## src/rtl/stopwatch_bcd_counter.sv

```systemverilog
// Four-digit (parameterizable) BCD run/pause counter advanced by rising edges
// of an asynchronous divided-clock tick, with IDLE/RUN/PAUSE control.

module stopwatch_bcd_digit (
    input  logic       i_cin,
    input  logic [3:0] i_d,
    output logic [3:0] o_d,
    output logic       o_cout
);
    // Illegal codes 10-15 behave like 9 so a corrupted digit self-heals.
    logic w_top;
    assign w_top  = (i_d >= 4'd9);
    assign o_cout = i_cin & w_top;
    assign o_d    = !i_cin ? i_d : (w_top ? 4'd0 : i_d + 4'd1);
endmodule

module stopwatch_bcd_counter #(
    parameter int DIGITS      = 4,
    parameter int SYNC_STAGES = 2
) (
    input  logic                  I_CLK,
    input  logic                  rst_n,
    input  logic                  tick_in,
    input  logic                  start,
    input  logic                  stop,
    input  logic                  clr,
    output logic [4*DIGITS-1:0]   bcd,
    output logic                  running,
    output logic                  wrap
);
    typedef enum logic [1:0] {IDLE = 2'd0, RUN = 2'd1, PAUSE = 2'd2} state_t;

    state_t                  r_state, w_state_nxt;
    logic [SYNC_STAGES-1:0]  r_sync;
    logic                    r_hist;
    logic                    w_tick_edge, w_count;
    logic [4*DIGITS-1:0]     r_bcd, w_bcd_inc;
    logic [DIGITS:0]         w_carry;
    logic                    r_running, r_wrap;

    always_ff @(posedge I_CLK or negedge rst_n) begin
        if (!rst_n) begin
            r_sync <= '0;
            r_hist <= 1'b0;
        end else begin
            r_sync <= {r_sync[SYNC_STAGES-2:0], tick_in};
            r_hist <= r_sync[SYNC_STAGES-1];
        end
    end

    assign w_tick_edge = r_sync[SYNC_STAGES-1] & ~r_hist;

    always_ff @(posedge I_CLK or negedge rst_n) begin
        if (!rst_n) r_state <= IDLE;
        else        r_state <= w_state_nxt;
    end

    // stop outranks start, so a stop in the same cycle also blocks a start.
    always_comb begin
        w_state_nxt = r_state;
        if (clr)
            w_state_nxt = IDLE;
        else if (stop) begin
            if (r_state == RUN) w_state_nxt = PAUSE;
        end else if (start) begin
            if (r_state != RUN) w_state_nxt = RUN;
        end
    end

    assign w_count    = (r_state == RUN) & w_tick_edge & ~clr & ~stop;
    assign w_carry[0] = 1'b1;

    for (genvar g = 0; g < DIGITS; g++) begin : g_dig
        stopwatch_bcd_digit u_dig (
            .i_cin  (w_carry[g]),
            .i_d    (r_bcd[4*g +: 4]),
            .o_d    (w_bcd_inc[4*g +: 4]),
            .o_cout (w_carry[g+1])
        );
    end

    always_ff @(posedge I_CLK or negedge rst_n) begin
        if (!rst_n) begin
            r_bcd     <= '0;
            r_wrap    <= 1'b0;
            r_running <= 1'b0;
        end else begin
            r_running <= (w_state_nxt == RUN);
            if (clr) begin
                r_bcd  <= '0;
                r_wrap <= 1'b0;
            end else if (w_count) begin
                r_bcd  <= w_bcd_inc;
                r_wrap <= w_carry[DIGITS];
            end else begin
                r_wrap <= 1'b0;
            end
        end
    end

    assign bcd     = r_bcd;
    assign running = r_running;
    assign wrap    = r_wrap;
endmodule

```

## config.mk

```make
export PLATFORM = sky130hd
export DESIGN_NAME = stopwatch_bcd_counter
export DESIGN_NICKNAME = d
export VERILOG_FILES = /design/src/rtl/stopwatch_bcd_counter.sv
export SDC_FILE = /design/constraint.sdc
export NUM_CORES = 1
export LEC_CHECK = 0
export BUFFER_PORTS_ARGS = -buffer_cell sky130_fd_sc_hd__buf_2
export CAP_MARGIN = 40
export CELL_PAD_IN_SITES_DETAIL_PLACEMENT = 1
export CELL_PAD_IN_SITES_GLOBAL_PLACEMENT = 2
export CORE_MARGIN = 2
export CORE_UTILIZATION = 35
export CTS_BUF_LIST = sky130_fd_sc_hd__clkbuf_8
export DETAILED_ROUTE_END_ITERATION = 7
export PLACE_DENSITY_LB_ADDON = 0.15
export RECOVER_POWER = 100
export SLEW_MARGIN = 20
export SYNTH_ARGS = -nofsm -noshare
export SYNTH_HDL_FRONTEND = slang
export SYNTH_HIERARCHICAL = 1
export SYNTH_SLANG_ARGS = --single-unit
export TNS_END_PERCENT = 1
```

## constraint.sdc

```tcl
create_clock -name I_CLK -period 2.6 [get_ports I_CLK]
set_clock_uncertainty 0.1 [all_clocks]
set_input_delay 0.52 -clock I_CLK [delete_from_list [all_inputs] [get_ports I_CLK]]
set_output_delay 0.52 -clock I_CLK [all_outputs]
set_load 0.02 [all_outputs]
```

# Word-level counts from Yosys, hierarchy flattened
# Cells that the tools add are included.
# totals
register_bits	23
latchBits	0
mem_bits_rw	0
romBits	0
in_bits	6
output_inout_bits	18
word_cells	53
n_memories	0
# classes
add_sub_neg	4
multipliers	0
div_mod_pow	0
magnitude_cmp	4
n_eq_ne	3
shifts	0
mux	16
bitwise	10
n_reduce_logical	7
# op_table
op	n
two-way mux 16 bit	2
two-way mux 4 bit	7
adder 4 x 1 -> 4 bit, second input constant	4
greater-or-equal comparator 4 bit, second input constant	4
two-way mux 2 bit	5
nonzero test 2 bit	4
bitwise AND 1 bit	7
AND reduction 2 bit	3
equality test 2 x 1 -> 1 bit, second input constant	2
NOT 1 bit	3
two-way mux 1 bit	2
inequality test 2 x 1 -> 1 bit, second input constant	1

# Depth between registers and ports, before layout
# logic_depth
word_depth	7
mapped_depth	15
ltp_nobuf	12

# Hierarchy
# Netlist, hierarchy kept.
# modules_own_cells
mod	instances	cells_per_inst	area_per_inst_um2	seq_area_each_um2
stopwatch_bcd_counter	1	93	1021.0	575.6
stopwatch_bcd_digit	4	23	145.1	0.0

# Least setup slack after synthesis
# No wires, ideal clock.
# synth_timing
path_type	reg-to-reg
from	register r_bcd[0] (netlist: bcd[0])
to	register r_bcd[14] (netlist: bcd[14])
setup_time_ns	0.121
arrival_time_ns	2.179
t_required_ns	2.379
slack_ns	0.200
path_stages_with_launch	15
n_path_buf	3
synth_period_minus_slack_ns	2.400
path_cell_list	dfrtp_1 > inv_1 > ha_1 > a21oi_2 > and2_1 > clkbuf_2 > and2_1 > clkbuf_2 > and2_1 > clkbuf_2 > o21ai_0 > nand2_1 > o31ai_1 > nand3_1 > nand2_1
# synth_between
elab_chain_cells	5
# synth_rtl
element	line	source
start: declaration	37	logic [4*DIGITS-1:0] r_bcd, w_bcd_inc;
start signal: assignment	93	r_bcd <= w_bcd_inc;
greater-or-equal comparator 4 bit	12	assign w_top = (i_d >= 4'd9);
named net w_carry[1]	38	logic [DIGITS:0] w_carry;
bitwise AND 1 bit	13	assign o_cout = i_cin & w_top;
named net w_carry[2]	38	
bitwise AND 1 bit	13	
named net w_carry[3]	38	
nonzero test 2 bit (no line)	--	
AND reduction 2 bit (no line)	--	
# The timed path passes the listed nets, and every way through them passes these cells.
# A chain may end at the register's enable or synchronous reset.

# Final worst setup path
# layout_timing
from	input stop
to	register r_bcd[2] (netlist: bcd[2])
# layout_between
elab_chain_cells	3
# layout_rtl
element	line	source
start: declaration	25	input logic stop,
NOT 1 bit	70	assign w_count = (r_state == RUN) & w_tick_edge & ~clr & ~stop;
bitwise AND 1 bit	70	
nonzero test 2 bit (no line)	--	
# Every way passes these cells.

==> impl_summary.txt <==
----------------------------------------------------
[Floorplanning]
  Boundary pin count ... 24
  Die height ... 71.6 µm
  Die outline area ... around 5100 µm²
  Initial core utilization ... 36.5%
  Row count ... 24
  Core region area ... 4380 µm²
  Horizontal extent of the die ... ~70 µm

[Clocking]
  Clock root buffer ... sky130_fd_sc_hd__clkbuf_8
  H-tree lvl count ... 1
  Clock transition time at the flip-flop clock pins of the worst setup and hold paths ... around 0.08 ns
  Hold_buf cts ... 0
  Number of buffers created by CTS ... 3
  Number of gates resized after CTS ... 0
  CTS tree ... yes
  Number of buffers inserted to repair setup after CTS ... 0
  Clock Sinks ... 23
  Clock buffer depth ... 2
  Clock latency on the worst-skew pair ... roughly 0.26 ns

[Detailed routing]
  Final routed DRC violation total ... 0
  Via count ... about 1400
  Final Routed Wirelength ... 4.04 mm
  Iter 0 DRT Violations ... 66
  Vias per std cell ... about 5.4
  Detail Route Antenna Nets ... 0
  Number of detailed-route iterations in the first pass ... 4
  Post-detailed-route wirelength per cell ... 15.7 µm

[Flow run]
  Max cap viols ... 0

[GRT]
  Antenna violations before repair ... 0
  First-pass GRT wire length ... roughly 7 mm
  Global-route total usage across every layer ... between 10% and 20%
  Vias in the first global route ... 1465
  Final global-route overflow total ... 0
  Largest net degree at the start of global routing ... 24

[Timing]
  Final Hold Viols ... 0
  Setup WS post-layout ... between 0.2 and 0.25 ns
  Final critical path time including I/O delays and setup ... between 2 and 2.5 ns
  Peak clock frequency supported by timing ... between 0.4 and 0.5 GHz
  Final clock period utilization by the worst path ... ~90%
  Final count of negative-setup-slack endpoints ... 0
  Setup Total Neg Slack ... 0 ns
  Unrepaired setup endpoints after global routing ... false
  Slew Viols, Final ... 0
  Transition time at the pin with the least slew margin ... 1.25 ns
  Rel. slew slack ... between 10% and 20%

[Final layout]
  Final non-filler cell total ... ~260
  Area added between synthesis and finish ... 7.66%
  Fraction of final layout cells with drive strength greater than 1 ... between 10% and 20%
  Total non-filler cell area in the finished layout ... approximately 1700 µm²
  Final nets ... between 200 and 250
  Number of inserted diodes ... 0

[Placed design]
  Worst-case setup slack after placement ... just under 0.4 ns
  Post-placement cell count ... roughly 250
  Count of buffers inserted at the top-level ports ... 23
  Detail Placement HPWL ... approximately 2.8 mm
  Cell Area, Placed ... ~1700 µm²
  Final GP Congestion ... ~0.81

[Synthesis]
  #FFs+latches synth ... 23
  Syn avg cell area ... 8.66 µm²
  Seq/Total Area, Yosys ... a little over a third
  Number of unique standard cell types used by synthesis ... 29
  Synth Net Count ... slightly above 200
  Post-Syn Instances ... ~190
  Number of warning messages in the yosys log ... 6
  Total standard cell area after synthesis ... 1600 µm²

[Worst setup path]
  R2r startpoint ... bcd[0]$_DFFE_PN0P_
  Startpoint kind of the worst setup timing path ... input pin
  Depth of the worst register-to-register path ... 10
  Launch point of the worst path ... stop
  Critical path capture point type ... flop
  Worst Path Required ... roughly 2.7 ns
  Worst setup slack for register-to-register paths ... roughly 0.35 ns
  Arrival time of the worst setup path ... between 2 and 2.5 ns
  Kind of critical path ... input pin to flop
  Critical path peak fanout ... 20

[Power and ir drop]
  Switching power of the nets ... ~0.15 mW
  Cell leakage power ... approximately 0.74 nW
  Overall Power ... 0.625 mW
  Portion of total power attributed to combinational logic ... 6.9%
  Pwr per Cell Area ... roughly 360 nW/µm²
  Fraction of power consumed by sequential logic ... just under 60%
  Maximum VDD drop ... 0.141 mV
  Sw Ratio ... a little under a quarter
  Portion of total power attributed to the clock network ... between 30 and 40%
  Internal Power ... around 0.48 mW

[Min path]
  Worst Hold Launch ... r_sync[0]$_DFF_PN0_
  Worst hold path type ... flop to flop
  Min-Delay Path Depth ... 0

[Run status]
  Outcome ... finished clean

----------------------------------------------------
[layout make-up]
cell class / count / area (µm²)
inverter: 13 / 48.8
timing repair buffer: 28 / 124
clock buffer: 3 / 41.3
tap: 52 / 65.1
fill: 553 / 2660
clock inverter: 1 / 3.75
multi-input combinational: 137 / 866
sequential: 23 / 576
[power groups by stage]
| stage | clock [mW] | combinational, mW | sequential, mW |
|---|---|---|---|
| 2_1_floorplan | 0 | 0.0299 | 0.373 |
| 3_3_place_gp | 0 | 0.0454 | 0.372 |
| 3_5_place_dp | 0 | 0.0468 | 0.373 |
| 4_1_cts | 0.232 | 0.0467 | 0.366 |
| 5_1_grt | 0.246 | 0.0488 | 0.366 |
| 6_report | 0.216 | 0.0431 | 0.365 |
[worst paths after layout]
check / end
worst max-delay path: bcd[2]$_DFFE_PN0P_
min in group asynchronous: bcd[0]$_DFFE_PN0P_
worst max register to register: bcd[14]$_DFFE_PN0P_
worst min-delay path: r_sync[1]$_DFF_PN0_
max in group asynchronous: bcd[13]$_DFFE_PN0P_
worst min register to register: r_sync[1]$_DFF_PN0_
[sequential cells by signal, summed over array words and instances, names as in the netlist]
register / count
bcd: 16
r_state: 2
r_sync: 2
r_hist: 1
running: 1
wrap: 1
[worst max-delay path, stage by stage]
cell,delay (ns)
sky130_fd_sc_hd__clkbuf_1,0.40
sky130_fd_sc_hd__nor4b_2,0.72
sky130_fd_sc_hd__clkbuf_1,0.56
sky130_fd_sc_hd__nand3_1,0.16
sky130_fd_sc_hd__nand2_1,0.08
[synth_stat cells]
| master | instances | area (µm²) |
|---|---|---|
| sky130_fd_sc_hd__nand3_2 | 1 | 10.0 |
| sky130_fd_sc_hd__buf_2 | 1 | 5.00 |
| sky130_fd_sc_hd__nand2b_1 | 5 | 31.3 |
| sky130_fd_sc_hd__and3_2 | 1 | 7.51 |
| sky130_fd_sc_hd__inv_1 | 13 | 48.8 |
| sky130_fd_sc_hd__conb_1 | 1 | 3.75 |
| sky130_fd_sc_hd__nor2_2 | 4 | 25.0 |
| sky130_fd_sc_hd__nor4b_4 | 1 | 23.8 |
| sky130_fd_sc_hd__o21bai_1 | 1 | 7.51 |
| sky130_fd_sc_hd__nand4bb_1 | 1 | 11.3 |
| sky130_fd_sc_hd__nor3_1 | 1 | 5.00 |
| sky130_fd_sc_hd__and2_1 | 4 | 25.0 |
| sky130_fd_sc_hd__o221ai_1 | 4 | 35.0 |
| sky130_fd_sc_hd__nand3b_1 | 4 | 30.0 |
| sky130_fd_sc_hd__a21oi_2 | 4 | 35.0 |
| sky130_fd_sc_hd__clkbuf_8 | 2 | 27.5 |
| sky130_fd_sc_hd__o211ai_1 | 16 | 120 |
| sky130_fd_sc_hd__dfrtp_1 | 23 | 576 |
| sky130_fd_sc_hd__buf_6 | 4 | 45.0 |
| sky130_fd_sc_hd__o21ai_0 | 9 | 45.0 |
| sky130_fd_sc_hd__a21oi_1 | 2 | 10.0 |
| sky130_fd_sc_hd__nor2_1 | 1 | 3.75 |
| sky130_fd_sc_hd__o22ai_1 | 4 | 25.0 |
| sky130_fd_sc_hd__nor2b_1 | 1 | 6.26 |
| sky130_fd_sc_hd__nand3_1 | 19 | 95.1 |
| sky130_fd_sc_hd__clkbuf_2 | 5 | 25.0 |
| sky130_fd_sc_hd__ha_1 | 12 | 150 |
| sky130_fd_sc_hd__o31ai_1 | 4 | 30.0 |
| sky130_fd_sc_hd__nand2_1 | 37 | 139 |
[stage by stage]
stage          hold slack, ns  util (%)
2_1_floorplan           0.124         -
3_3_place_gp            0.234      39.2
3_5_place_dp            0.236      39.2
4_1_cts                 0.147      40.2
5_1_grt                 0.255      39.3
6_report                0.253      39.3
[layout by cell type, fill, tap and decap left out, drive strengths merged, types with 4 or more instances in the layout]
| master | netlist | final |
|---|---|---|
| nand2 | 37 | 37 |
| clkbuf | 7 | 24 |
| dfrtp | 23 | 23 |
| nand3 | 20 | 20 |
| o211ai | 16 | 16 |
| inv | 13 | 14 |
| ha | 12 | 12 |
| o21ai | 9 | 9 |
| buf | 5 | 7 |
| a21oi | 6 | 6 |
| nand2b | 5 | 5 |
| nor2 | 5 | 5 |
| o22ai | 4 | 4 |
| and2 | 4 | 4 |
| nand3b | 4 | 4 |
| o221ai | 4 | 4 |
| o31ai | 4 | 4 |
[cell families (layout without fill, tap and decap cells)]
| group | count (synthesis) | after routing | synth area share [%] |
|---|---|---|---|
| simple gates | 80 | 80 | 25.8 |
| other cells | 1 | 1 | 0.234 |
| flops | 23 | 23 | 35.9 |
| fa+ha+maj | 12 | 12 | 9.37 |
| buf+inv | 25 | 45 | 9.45 |
| compound gates | 44 | 44 | 19.2 |
[per-layer routing]
metal / wire (µm) / track usage [%] / share of wire [%]
met4: 10 / 4.40 / 0.25
met2: 2000 / 29.3 / 50
met3: 92 / 2.67 / 2.3
met1: 1940 / 22.6 / 48
met5: 0 / 0 / 0
Note: power is estimated with default switching activity, not from simulation.
